`src/rtl/sram_burst_master.sv`:
```
// sram_burst_master: burst-command initiator for a single-port SRAM (1-cycle read latency).
// Optional build macro SRAM_MASTER_STATS_EN adds the Word_Count access counter output.
`default_nettype none

module sram_burst_master #(
  parameter int A_WIDTH   = 17,
  parameter int D_WIDTH   = 16,
  parameter int LEN_WIDTH = 8
) (
  input  logic                 Clk,
  input  logic                 Rst,
  input  logic                 Cmd_Valid,
  output logic                 Cmd_Ready,
  input  logic                 Cmd_Write,
  input  logic [A_WIDTH-1:0]   Cmd_Addr,
  input  logic [LEN_WIDTH-1:0] Cmd_Len,
  input  logic [D_WIDTH-1:0]   Wr_Data,
  input  logic                 Wr_Valid,
  output logic                 Wr_Ready,
  output logic [D_WIDTH-1:0]   Rd_Data,
  output logic                 Rd_Valid,
  input  logic                 Rd_Ready,
  output logic                 Done,
  output logic [A_WIDTH-1:0]   Sram_Addr,
  output logic                 Sram_RW,
  output logic                 Sram_En,
  output logic [D_WIDTH-1:0]   Sram_Wdata,
  input  logic [D_WIDTH-1:0]   Sram_Rdata
`ifdef SRAM_MASTER_STATS_EN
  ,
  output logic [31:0]          Word_Count
`endif
);

  localparam int CNT_W = LEN_WIDTH + 1;

  localparam logic [1:0] ST_IDLE  = 2'd0;
  localparam logic [1:0] ST_WRITE = 2'd1;
  localparam logic [1:0] ST_READ  = 2'd2;
  localparam logic [1:0] ST_FIN   = 2'd3;

  logic [1:0]         state, state_nxt;
  logic [A_WIDTH-1:0] cur_addr;
  logic [CNT_W-1:0]   remain;      // words still to hand over (write handshakes or read pops)
  logic [CNT_W-1:0]   issue_left;  // read accesses not yet issued
  logic [1:0]         inflight;
  logic               capture;
  logic [D_WIDTH-1:0] buf_mem [0:3];
  logic [1:0]         wr_ptr, rd_ptr;
  logic [2:0]         buf_count;

  logic accept, wr_hs, rd_pop, rd_issue, last_word;
  logic [3:0] occupancy;

  assign accept    = Cmd_Valid && Cmd_Ready;
  assign wr_hs     = Wr_Valid && Wr_Ready;
  assign rd_pop    = Rd_Valid && Rd_Ready;
  assign last_word = (remain == CNT_W'(1));
  assign occupancy = 4'(buf_count) + 4'(inflight);
  // Words already issued count against the buffer, so a push can never find it full.
  assign rd_issue  = (state == ST_READ) && (issue_left != '0) && (occupancy < 4'd4);

  always_ff @(posedge Clk) begin : state_reg
    if (Rst) state <= ST_IDLE;
    else     state <= state_nxt;
  end

  always_comb begin : next_state
    state_nxt = state;
    case (state)
      ST_IDLE:  if (accept)              state_nxt = Cmd_Write ? ST_WRITE : ST_READ;
      ST_WRITE: if (wr_hs && last_word)  state_nxt = ST_FIN;
      ST_READ:  if (rd_pop && last_word) state_nxt = ST_FIN;
      default:                           state_nxt = ST_IDLE;
    endcase
  end

  always_comb begin : state_outputs
    Cmd_Ready = (state == ST_IDLE) && !Rst;
    Wr_Ready  = (state == ST_WRITE);
    Done      = (state == ST_FIN);
  end

  always_ff @(posedge Clk) begin : burst_counters
    if (Rst) begin
      cur_addr   <= '0;
      remain     <= '0;
      issue_left <= '0;
    end else begin
      if (accept) begin
        cur_addr   <= Cmd_Addr;
        remain     <= {1'b0, Cmd_Len} + CNT_W'(1);
        issue_left <= Cmd_Write ? '0 : ({1'b0, Cmd_Len} + CNT_W'(1));
      end else begin
        if (wr_hs || rd_issue) cur_addr   <= cur_addr + A_WIDTH'(1);
        if (wr_hs || rd_pop)   remain     <= remain - CNT_W'(1);
        if (rd_issue)          issue_left <= issue_left - CNT_W'(1);
      end
    end
  end

  always_ff @(posedge Clk) begin : sram_drive
    if (Rst) begin
      Sram_En    <= 1'b0;
      Sram_RW    <= 1'b0;
      Sram_Addr  <= '0;
      Sram_Wdata <= '0;
    end else begin
      Sram_En    <= 1'b0;
      Sram_RW    <= 1'b0;
      Sram_Wdata <= '0;
      if (wr_hs) begin
        Sram_En    <= 1'b1;
        Sram_RW    <= 1'b1;
        Sram_Addr  <= cur_addr;
        Sram_Wdata <= Wr_Data;
      end else if (rd_issue) begin
        Sram_En    <= 1'b1;
        Sram_Addr  <= cur_addr;
      end
    end
  end

  always_ff @(posedge Clk) begin : read_tracking
    if (Rst) begin
      capture   <= 1'b0;
      inflight  <= '0;
      wr_ptr    <= '0;
      rd_ptr    <= '0;
      buf_count <= '0;
    end else begin
      capture   <= Sram_En && !Sram_RW;
      inflight  <= inflight + 2'(rd_issue) - 2'(capture);
      if (capture) wr_ptr <= wr_ptr + 2'd1;
      if (rd_pop)  rd_ptr <= rd_ptr + 2'd1;
      buf_count <= buf_count + 3'(capture) - 3'(rd_pop);
    end
  end

  always_ff @(posedge Clk) begin : buffer_store
    if (capture) buf_mem[wr_ptr] <= Sram_Rdata;
  end

  assign Rd_Valid = (buf_count != '0);
  assign Rd_Data  = Rd_Valid ? buf_mem[rd_ptr] : '0;

`ifdef SRAM_MASTER_STATS_EN
  always_ff @(posedge Clk) begin : access_stats
    if (Rst)                                        Word_Count <= '0;
    else if ((wr_hs || rd_issue) && !(&Word_Count)) Word_Count <= Word_Count + 32'd1;
  end
`endif

endmodule

`default_nettype wire

```
`config.mk`:
```
export PLATFORM = sky130hd
export DESIGN_NAME = sram_burst_master
export DESIGN_NICKNAME = d
export VERILOG_FILES = /design/src/rtl/sram_burst_master.sv
export SDC_FILE = /design/constraint.sdc
export NUM_CORES = 1
export LEC_CHECK = 0
export BUFFER_PORTS_ARGS = -buffer_cell sky130_fd_sc_hd__clkbuf_2
export CAP_MARGIN = 20
export CORE_ASPECT_RATIO = 0.6
export CORE_MARGIN = 1
export CORE_UTILIZATION = 45
export CTS_BUF_LIST = sky130_fd_sc_hd__clkbuf_4 sky130_fd_sc_hd__clkbuf_8 sky130_fd_sc_hd__clkbuf_16
export DETAILED_ROUTE_END_ITERATION = 8
export PLACE_DENSITY = 0.69
export RECOVER_POWER = 100
export SYNTH_ARGS = -nofsm -noshare
export SYNTH_HDL_FRONTEND = slang
export SYNTH_SLANG_ARGS = --single-unit
```
`constraint.sdc`:
```
create_clock -name Clk -period 2.4 [get_ports Clk]
set_input_delay 0.24 -clock Clk [delete_from_list [all_inputs] [get_ports Clk]]
set_output_delay 0.24 -clock Clk [all_outputs]
set_load 0.01 [all_outputs]
```
==> results of run 1 <==
==> path summary, 6_finish.rpt <==
kind	startpoint	endpoint	slack, ps	depth (start not counted)
max	issue_left[1]$_SDFFE_PP0P_	inflight[0]$_SDFF_PP0_	20	9
min	Wr_Data[5]	Sram_Wdata[5]$_SDFF_PP0_	20	2
max reg2reg	issue_left[1]$_SDFFE_PP0P_	inflight[0]$_SDFF_PP0_	20	9
min reg2reg	Sram_RW$_SDFF_PP0_	capture$_SDFF_PP0_	430	1
==> where the power goes <==
| group | leakage (uW) | internal [uW] | switching, uW |
|---|---|---|---|
| registers | 0.00126 | 2900 | 260 |
| clock network | 0.000290 | 1660 | 1070 |
| logic | 0.00139 | 1340 | 1660 |
==> routing by layer <==
metal | GRT usage (%) | vias to the layer above | share of wire, %
met4 | 8.50 | 0 | 1.0
met5 | 0 | - | 0
met2 | 30.4 | 196 | 44
li1 | - | 2354 | -
met3 | 4.73 | 14 | 8.3
met1 | 30.3 | 2402 | 47
==> placed cells by master (no fill, tap or decap), drive strengths merged, types with 8 or more instances in the layout <==
master and n:
xnor2 14, mux4 16, a211oi 14, nand4 8, xor2 11, ha 18, clkbuf 138, nor2b 20
nand3 16, dfxtp 84, inv 23, nand2 57, o21ai 18, a21oi 32, edfxtp 64, nor2 44
buf 30, and2 21
==> logic make-up after synthesis <==
family,count (synthesis),share of synthesized area (%)
compound gates,100,10.8
buf+inv,51,3.36
simple gates,208,16.7
flops,148,56.0
xor+xnor,25,3.40
fa+ha+maj,19,3.81
mux,18,5.91
==> final cells by class <==
| type | instances | area [sq um] |
|---|---|---|
| repair buffers | 150 | 782 |
| fillers | 1212 | 5790 |
| clock buffers | 18 | 433 |
| flip-flops and latches | 148 | 3610 |
| well taps | 192 | 240 |
| inverters | 21 | 81.3 |
| clock inverters | 14 | 178 |
| multi-input cells | 370 | 2680 |
==> worst reg2reg max path: cells and delay by family, from the launching register on <==
family / cells / cell delay, ps
adders and majority gates: 3 / 520
buffers and inverters: 2 / 130
DFF: 1 / 330
and+or+nand+nor: 4 / 1280
==> metrics by stage <==
| stage | total power, uW | hold slack, ps | instances | setup TNS, ps |
|---|---|---|---|---|
| 2_1_floorplan | 5080 | 339 | 569 | 0 |
| 5_1_grt | 9360 | 4.52 | 913 | -168 |
| 3_5_place_dp | 5970 | 425 | 871 | -95.6 |
| 3_3_place_gp | 5870 | 422 | 871 | 0 |
| 4_1_cts | 8760 | 1.42 | 906 | -2.03 |
| 6_report | 8890 | 21.8 | 913 | 0 |
==> what timing repair did <==
item | 4_1_cts | 5_1_grt
gates cloned | 0 | 0
setup endpoints to repair | 7 | 15
buffers inserted | 3 | 7
pin swaps | 1 | 7
resized for setup | 1 | 13
==> summary.md, run 1 <==
| Metric | Value |
|---|---|
| Area leader, netlist | edfxtp_1 |
| CP cell instances | inv_2 -> ha_4 -> or4b_4 -> or4_4 -> nand2_4 -> ha_4 -> inv_4 -> ha_4 -> nor2b_1 |
| GRT overflow | 0 |
| Via-per-instance ratio | 5.44 |
| Most area-consuming cells after synthesis | edfxtp_1, dfxtp_1, mux4_2 |
| Synth warn | 0 |
| Residual DRC | 0 |
| Number of flip-flops under the largest register name | 64 |
| Seq/Total Area, Yosys | roughly 56% |
| Fin util | 58.0% |
| Die height | ~95 um |
| Final worst path period need | 2380 ps |
| Synth Flop Type | dfxtp_1 |
| Fin. max-slew vios | 0 |
| I/O pin cnt | 118 |
| Max Fclk | around 420 MHz |
| Final Hold Viols | 0 |
| P_leak | roughly 0.0029 uW |
| CP max-delay cell | or4_4 |
| Clock Skew | just under 9 ps |
| Inserted Clock Buffers | 17 |
| FF+latch count, synth | approximately 150 |
| P per Cell Area | roughly 1100 nW/um^2 |
| Synth top cells by count | dfxtp_1, edfxtp_1, nand2_1, nor2_1, a21oi_1 |
| DPL Wire Length | 10600 um |
| CP Class | register to register |
| Ant diodes | 0 |
| WL final | 15000 um |
| CTS Hold Bufs | 0 |
| Worst vdd ir | approximately 640 uV |
| Global-route wire length before repair | 23500 um |
| Share of cells above drive strength 1 | 24.0% |
| Clock-pin slew on the worst setup and hold paths | 60 ps |
| Die area | 14800 sq um |
| Number of synthesized flops with an enable pin | 64 |
| Unique masters post-synth | 59 |
| Mapped Cells | approximately 570 |
| Initial antenna violation count | 0 |
| Worst setup SP type | register |
| Post-synth top area share | about 30% |
| CTS root buf | clkbuf_16 |
| Final cycle utilization of the critical path | 99.1% |
| Ys async rst share | 0% |
| Clk sinks | about 150 |
| NumNets Final | 790 |
| Setup ws final | 21.0 ps |
| Core area | around 14000 sq um |
| Worst EP required | between 2000 and 3000 ps |
| # rows | 33 |
| Biggest regs | buf_mem: 64 flops, Sram_Addr: 17 flops, cur_addr: 17 flops |
| Worst Path Arrival | 2670 ps |
| Mapped Avg Cell Area | 11.3 sq um |
| GRT Util Overall | 21.0% |
| Area Growth Syn to Fin | 24.3% |
| Maxcap violations | 0 |
| Crit-path leading delay family | simple AND/OR/NAND/NOR gates |
| Largest reg by FF count | buf_mem |
| Dpl cell area | approximately 7300 sq um |
| Hold WC Path Type | input port to register |
| Max Buffers Root-to-Sink | 2 |
| Input/output buffers | 117 |
| Final instance area | 8000 sq um |
| Final ANT Viol Nets | 0 |
| H-tree depth | 4 |
| Max-slew headroom | 30.5% |
| Largest net degree at the start of global routing | 26 |
| RSZ-0062 raised after global routing | yes |
| CP peak stage delay | 580 ps |
| Detailed Routing Iterations Pass 1 | 5 |
| Worst Tran Pin Value | 1040 ps |
| Initial drt markers | 347 |
| Most frequent cell after synthesis | dfxtp_1 |
| Syn nets | roughly 650 |
| Starting Density | a little under half |
| Crit Path Max Fanout | 6 |
| Vias in the first global route | roughly 4600 |
| Die W | 156 um |
| CP dominant cell by count | ha_4 |
| # setup viols final | 0 |
| Post-DR wirelength/cell | 16.5 um |
| Final Wtd Congestion | 0.919 |
| CP bufs+invs | 2 |
| CP Capture Type | register |
| Skew-Pair Late Insertion Delay | 420 ps |
| CTS tree | built |
| Outcome | complete, no violations |
| Pre-CTS WS | -39.1 ps |
| Vias | 4966 |
| Netlist Area Pre-Place | 6440 sq um |
Note: power is estimated with default switching activity, not from simulation.
==> inputs of run 2 (changes only) <==
CELL_PAD_IN_SITES_DETAIL_PLACEMENT = 0   (was not set)
CELL_PAD_IN_SITES_GLOBAL_PLACEMENT = 2   (was not set)
CORE_UTILIZATION = 33   (was 45)
PLACE_DENSITY = not set   (was 0.69)
PLACE_DENSITY_LB_ADDON = 0.1   (was not set)
==> run 2 against run 1 <==
Net effect: final cell count rose by 10%; die area increased by 36%; sequential share of layout area shrank 0.90 points; clock skew increased by 1.9 ps; utilization is 15 points lower.
==> summary.md, run 2 (synthesis results as in run 1) <==
| Metric | Value |
|---|---|
| P per Cell Area | approximately 1100 nW/um^2 |
| Number of flip-flops under the largest register name | 64 |
| Max-slew headroom | 27.1% |
| Max Fclk | 432 MHz |
| Global-route wire length before repair | 25100 um |
| Final worst path period need | roughly 2300 ps |
| GRT Util Overall | around 17% |
| Ant diodes | 0 |
| Area Growth Syn to Fin | 26.8% |
| Core area | 19100 sq um |
| Worst Tran Pin Value | 1090 ps |
| Maxcap violations | 0 |
| R2R setup slack | 80 ps |
| Die W | ~180 um |
| Psw | 2950 uW |
| P_leak | 0.00294 uW |
| Skew-Pair Late Insertion Delay | 430 ps |
| I/O pin cnt | between 100 and 150 |
| CP Capture Type | register |
| Die height | ~110 um |
| Switching fraction of total power | about a third |
| Input/output buffers | 117 |
| FF-to-FF End | inflight[0]$_SDFF_PP0_ |
| Dpl cells | 957 |
| Worst r2r path cells | 9 |
| Starting Density | 33.7% |
| Crit Path Max Fanout | 4 |
| NumNets Final | 809 |
| Share of cells above drive strength 1 | 19.6% |
| Clk sinks | about 150 |
| CP Class | register to register |
| Biggest regs | buf_mem: 64 flops, Sram_Addr: 17 flops, cur_addr: 17 flops |
| Hold WC Path Type | input port to register |
| Most frequent cells in the layout | dfxtp_1, clkbuf_1, edfxtp_1, nand2_1, clkbuf_2 |
| CTS tree | built |
| Worst vdd ir | roughly 570 uV |
| Final Wtd Congestion | 0.841 |
| Worst setup SP type | register |
| Post-DR wirelength/cell | between 15 and 20 um |
| Inserted Clock Buffers | 17 |
| CTS root buf | clkbuf_16 |
| Layout Cells excl Fill | 1006 |
| Clock share of power | 32.4% |
| Outcome | complete, no violations |
| Final Hold Viols | 0 |
| Final cycle utilization of the critical path | 96.5% |
| Hold path start | Wr_Data[7] |
| Worst EP required | 2700 ps |
| Seq pwr share | ~36% |
| Vias in the first global route | 4736 |
| Combinational Power Share | 31.9% |
| Vias | 4889 |
| Initial antenna violation count | 0 |
| Largest net degree at the start of global routing | 43 |
| Die area | 20100 sq um |
| Largest reg by FF count | buf_mem |
| # setup viols final | 0 |
| # rows | 39 |
| Via-per-instance ratio | 4.86 |
| Worst Path Arrival | 2620 ps |
| WL final | 16100 um |
| Clock-pin slew on the worst setup and hold paths | about 60 ps |
| Clock Skew | 10.7 ps |
| Worst Hold Path EP | Sram_Wdata[7]$_SDFF_PP0_ |
| H-tree depth | 4 |
| GRT overflow | 0 |
| Power Total | 8830 uW |
| Fin util | 42.8% |
| Max Buffers Root-to-Sink | 2 |
| Final ANT Viol Nets | 0 |
| WHS | 35.9 ps |
| Internal power | 5880 uW |
| Setup Total Neg Slack | 0 ps |
| RSZ-0062 raised after global routing | no |
| Commonest non-fill, non-tap cell in the layout | dfxtp_1 |
| Initial drt markers | 241 |
| Detailed Routing Iterations Pass 1 | 6 |
| Residual DRC | 0 |
| R2r startpoint | issue_left[0]$_SDFFE_PP0P_ |
| DPL Wire Length | 11500 um |
| Fin. max-slew vios | 0 |
| Hold depth | 2 |
-- run 2: cell count changes in the layout (fill, tap and decap cells not counted), sizes merged --
| cell | previous run | this run |
|---|---|---|
| dlygate4sd3 | 0 | 14 |
| clkbuf | 138 | 147 |
| buf | 30 | 26 |
| clkinvlp | 3 | 1 |
| bufinv | 3 | 4 |
| inv | 23 | 24 |
-- run 2: per-layer routing --
| metal | vias up | track usage (%) | part of all wire [%] |
|---|---|---|---|
| li1 | 2384 | - | - |
| met1 | 2351 | 23.1 | 50 |
| met2 | 137 | 24.6 | 42 |
| met3 | 17 | 5.78 | 7.3 |
| met4 | 0 | 5.94 | 1.2 |
| met5 | - | 0 | 0 |
-- run 2: worst max-delay path, stage by stage (launching register included) --
cell and delay, ps:
dfxtp_2 320, inv_2 80, ha_4 130, or4b_4 480, or4_4 490, nand2_4 100, ha_1 220, inv_1 50
ha_1 200, nor2b_1 120
-- run 2: metrics by stage --
stage	cell area [sq um]	setup WS [ps]
floorplan	6460	59.8
global placement	7520	61.4
detailed placement	7520	35.6
CTS	8290	6.11
global route	8160	5.04
finish	8160	84.2
-- run 2: what timing repair did --
action                     in CTS  in global routing
hold buffers                   14                  0
setup endpoints to repair       0                 22
gates resized for setup         0                  4
hold endpoints to repair       14                  0
buffers inserted                0                  3
-- run 2: final cells by class --
cell class / instances / area (sq um)
Timing Repair Buffer: 169 / 888
Inverter: 21 / 78.8
Clock buffer: 18 / 433
Tap cell: 266 / 333
Clock inverter: 14 / 200
Fill cell: 1867 / 10900
Sequential cell: 148 / 3600
Multi-Input combinational cell: 370 / 2630
-- run 2: power groups by stage --
stage | Sequential [uW] | Clock, uW | Combinational (uW)
2_1_floorplan | 3150 | 0 | 1930
3_3_place_gp | 3200 | 0 | 2930
3_5_place_dp | 3200 | 0 | 2940
4_1_cts | 3150 | 2950 | 2970
5_1_grt | 3200 | 3040 | 3180
6_report | 3150 | 2860 | 2820
-- run 2: worst max-delay path by stage --
stage,startpoint,to,slack [ps],depth (start not counted)
4_1_cts,issue_left[0]$_SDFFE_PP0P_,Sram_Addr[8]$_SDFFE_PP0P_,6,8
5_1_grt,issue_left[0]$_SDFFE_PP0P_,cur_addr[4]$_SDFFE_PP0P_,5,9
3_5_place_dp,issue_left[0]$_SDFFE_PP0P_,Sram_Addr[8]$_SDFFE_PP0P_,40,8
6_report,issue_left[0]$_SDFFE_PP0P_,inflight[0]$_SDFF_PP0_,80,9
3_3_place_gp,issue_left[0]$_SDFFE_PP0P_,inflight[0]$_SDFF_PP0_,60,9
2_1_floorplan,issue_left[0]$_SDFFE_PP0P_,inflight[0]$_SDFF_PP0_,60,10
==> inputs of run 3 (changes only) <==
==> constraint.sdc (replaced) <==
create_clock -name Clk -period 2.4 [get_ports Clk]
set_input_delay 0.12 -clock Clk [delete_from_list [all_inputs] [get_ports Clk]]
set_output_delay 0.12 -clock Clk [all_outputs]
set_load 0.01 [all_outputs]
==> run 3 against run 2 <==
Net effect: fmax is 2.3% lower; die area stayed put; worst setup slack worse by 55 ps; flip-flop and latch count stayed put; clock power is 7.7% lower; hold slack hardly changed.
==> summary.md, run 3 (synthesis results as in run 1) <==
| Metric | Value |
|---|---|
| Outcome | complete, no violations |
| Fin. max-slew vios | 0 |
| Worst setup SP type | register |
| Share of cells above drive strength 1 | 24.4% |
| Clock-pin slew on the worst setup and hold paths | 60 ps |
| Die height | 110 um |
| P per Cell Area | 1050 nW/um^2 |
| DPL Wire Length | 11600 um |
| Number of flip-flops under the largest register name | 64 |
| Power Total | 8930 uW |
| Clk sinks | 148 |
| Initial antenna violation count | 0 |
| CP cell instances | inv_2 -> ha_4 -> or4b_4 -> or4_4 -> nand2_4 -> ha_4 -> inv_4 -> ha_4 -> nor2b_4 |
| WHS | about 36 ps |
| Dpl cells | 957 |
| Most frequent cells in the layout | dfxtp_1, clkbuf_2, edfxtp_1, nand2_1, clkbuf_1 |
| Initial drt markers | 295 |
| Final Wtd Congestion | 0.831 |
| Max-slew headroom | 28.3% |
| P_leak | 0.00313 uW |
| Largest net degree at the start of global routing | 43 |
| CTS root buf | clkbuf_16 |
| CP max-delay cell | or4_4 |
| Maxcap violations | 0 |
| WL final | 16700 um |
| Worst vdd ir | 516 uV |
| Core area | around 19000 sq um |
| CP peak stage delay | 570 ps |
| Inserted Clock Buffers | 17 |
| Area Growth Syn to Fin | 32.7% |
| Max Buffers Root-to-Sink | 2 |
| Via-per-instance ratio | 4.82 |
| RSZ-0062 raised after global routing | yes |
| Worst Path Arrival | 2670 ps |
| # fillers | around 1800 |
| Post-DR wirelength/cell | about 16 um |
| Met2 usage | between 20 and 30% |
| Final ANT Viol Nets | 0 |
| Crit Path Max Fanout | 5 |
| GRT overflow | 0 |
| Gr busiest metal | met2 |
| Max Fclk | 422 MHz |
| NumNets Final | 836 |
| Met1 usage | about a quarter |
| Worst EP required | 2700 ps |
| Worst Tran Pin Value | 1080 ps |
| GRT Util Overall | around 17% |
| Final cycle utilization of the critical path | 98.8% |
| Commonest non-fill, non-tap cell in the layout | dfxtp_1 |
| Setup Total Neg Slack | 0 ps |
| # setup viols final | 0 |
| # rows | 39 |
| Clock Skew | 6.69 ps |
| CTS tree | built |
| Detailed Routing Iterations Pass 1 | 5 |
| Die area | 20100 sq um |
| Starting Density | 33.7% |
| Global-route wire length before repair | 25700 um |
| Die W | 182 um |
| I/O pin cnt | 118 |
| Vias in the first global route | 4933 |
| Final Hold Viols | 0 |
| Layout Cells excl Fill | 1033 |
| Largest reg by FF count | buf_mem |
| Input/output buffers | 117 |
| Skew-Pair Late Insertion Delay | 420 ps |
| Vias | 4981 |
| Residual DRC | 0 |
| Met3 usage | between 4 and 5% |
| H-tree depth | 4 |
| Biggest regs | buf_mem: 64 flops, Sram_Addr: 17 flops, cur_addr: 17 flops |
| CP Class | register to register |
| Hold WC Path Type | input port to register |
| CP Capture Type | register |
| CP dominant cell by count | ha_4 |
| Final worst path period need | 2370 ps |
| Ant diodes | 0 |
==> run 3: cell count changes in the layout (fill, tap and decap cells not counted), sizes merged <==
cell,before,now
dlygate4sd3,14,37
inv,24,21
clkbuf,147,142
bufinv,4,2
clkinvlp,1,3
a21oi,32,33
buf,26,37
==> run 3: timing repair <==
action,4_1_cts,5_1_grt
resized for setup,0,15
endpoints found under the setup margin,0,22
setup buffers,0,5
endpoints found under the hold margin,85,0
hold buffers,37,0
==> run 3: critical path, delay by kind of cell (launching register included) <==
kind                     cells  cell delay (ps)
flip-flops                   1              330
AND/OR/NAND/NOR              4             1270
adder cells (fa/ha/maj)      3              520
buffers and inverters        2              120
==> run 3: layout make-up <==
cell class                      instances  area, sq um  area share [%]
Sequential cell                       148         3610            42.2
Multi-Input combinational cell        371         2720            31.9
Timing Repair Buffer                  195         1210            14.1
Clock buffer                           21          462            5.41
Tap cell                              266          333            3.90
Clock inverter                         11          129            1.51
Inverter                               21         81.3           0.952
==> run 3: stage by stage <==
step	util, %	cell area, sq um	worst slack (ps)
after floorplan	-	6460	59.8
after global placement	39.4	7520	63.6
after detailed placement	39.4	7520	26.0
after CTS	44.4	8480	14.2
after global routing	44.8	8540	-22.1
final	44.8	8540	29.5
==> run 3: power by group <==
| group | total (uW) | internal, uW | switching [uW] |
|---|---|---|---|
| Clock | 2640 | 1600 | 1050 |
| Combinational | 3120 | 1440 | 1690 |
| Sequential | 3170 | 2900 | 265 |
| Total | 8930 | 5930 | 3000 |
==> run 3: metal layers <==
metal  routed length [um]  vias up
li1                     -     2430
met1                 8280     2393
met2                 7140      143
met3                 1060       15
met4                  208        0
met5                    0        -
==> run 3: path summary, 6_finish.rpt <==
path | end | slack, ps | from | cells after the start
hold reg to reg | capture$_SDFF_PP0_ | 420 | Sram_RW$_SDFF_PP0_ | 1
setup reg to reg | inflight[0]$_SDFF_PP0_ | 30 | issue_left[1]$_SDFFE_PP0P_ | 9
hold / removal | cur_addr[4]$_SDFFE_PP0P_ | 40 | Cmd_Addr[4] | 3
setup / recovery | inflight[0]$_SDFF_PP0_ | 30 | issue_left[1]$_SDFFE_PP0P_ | 9
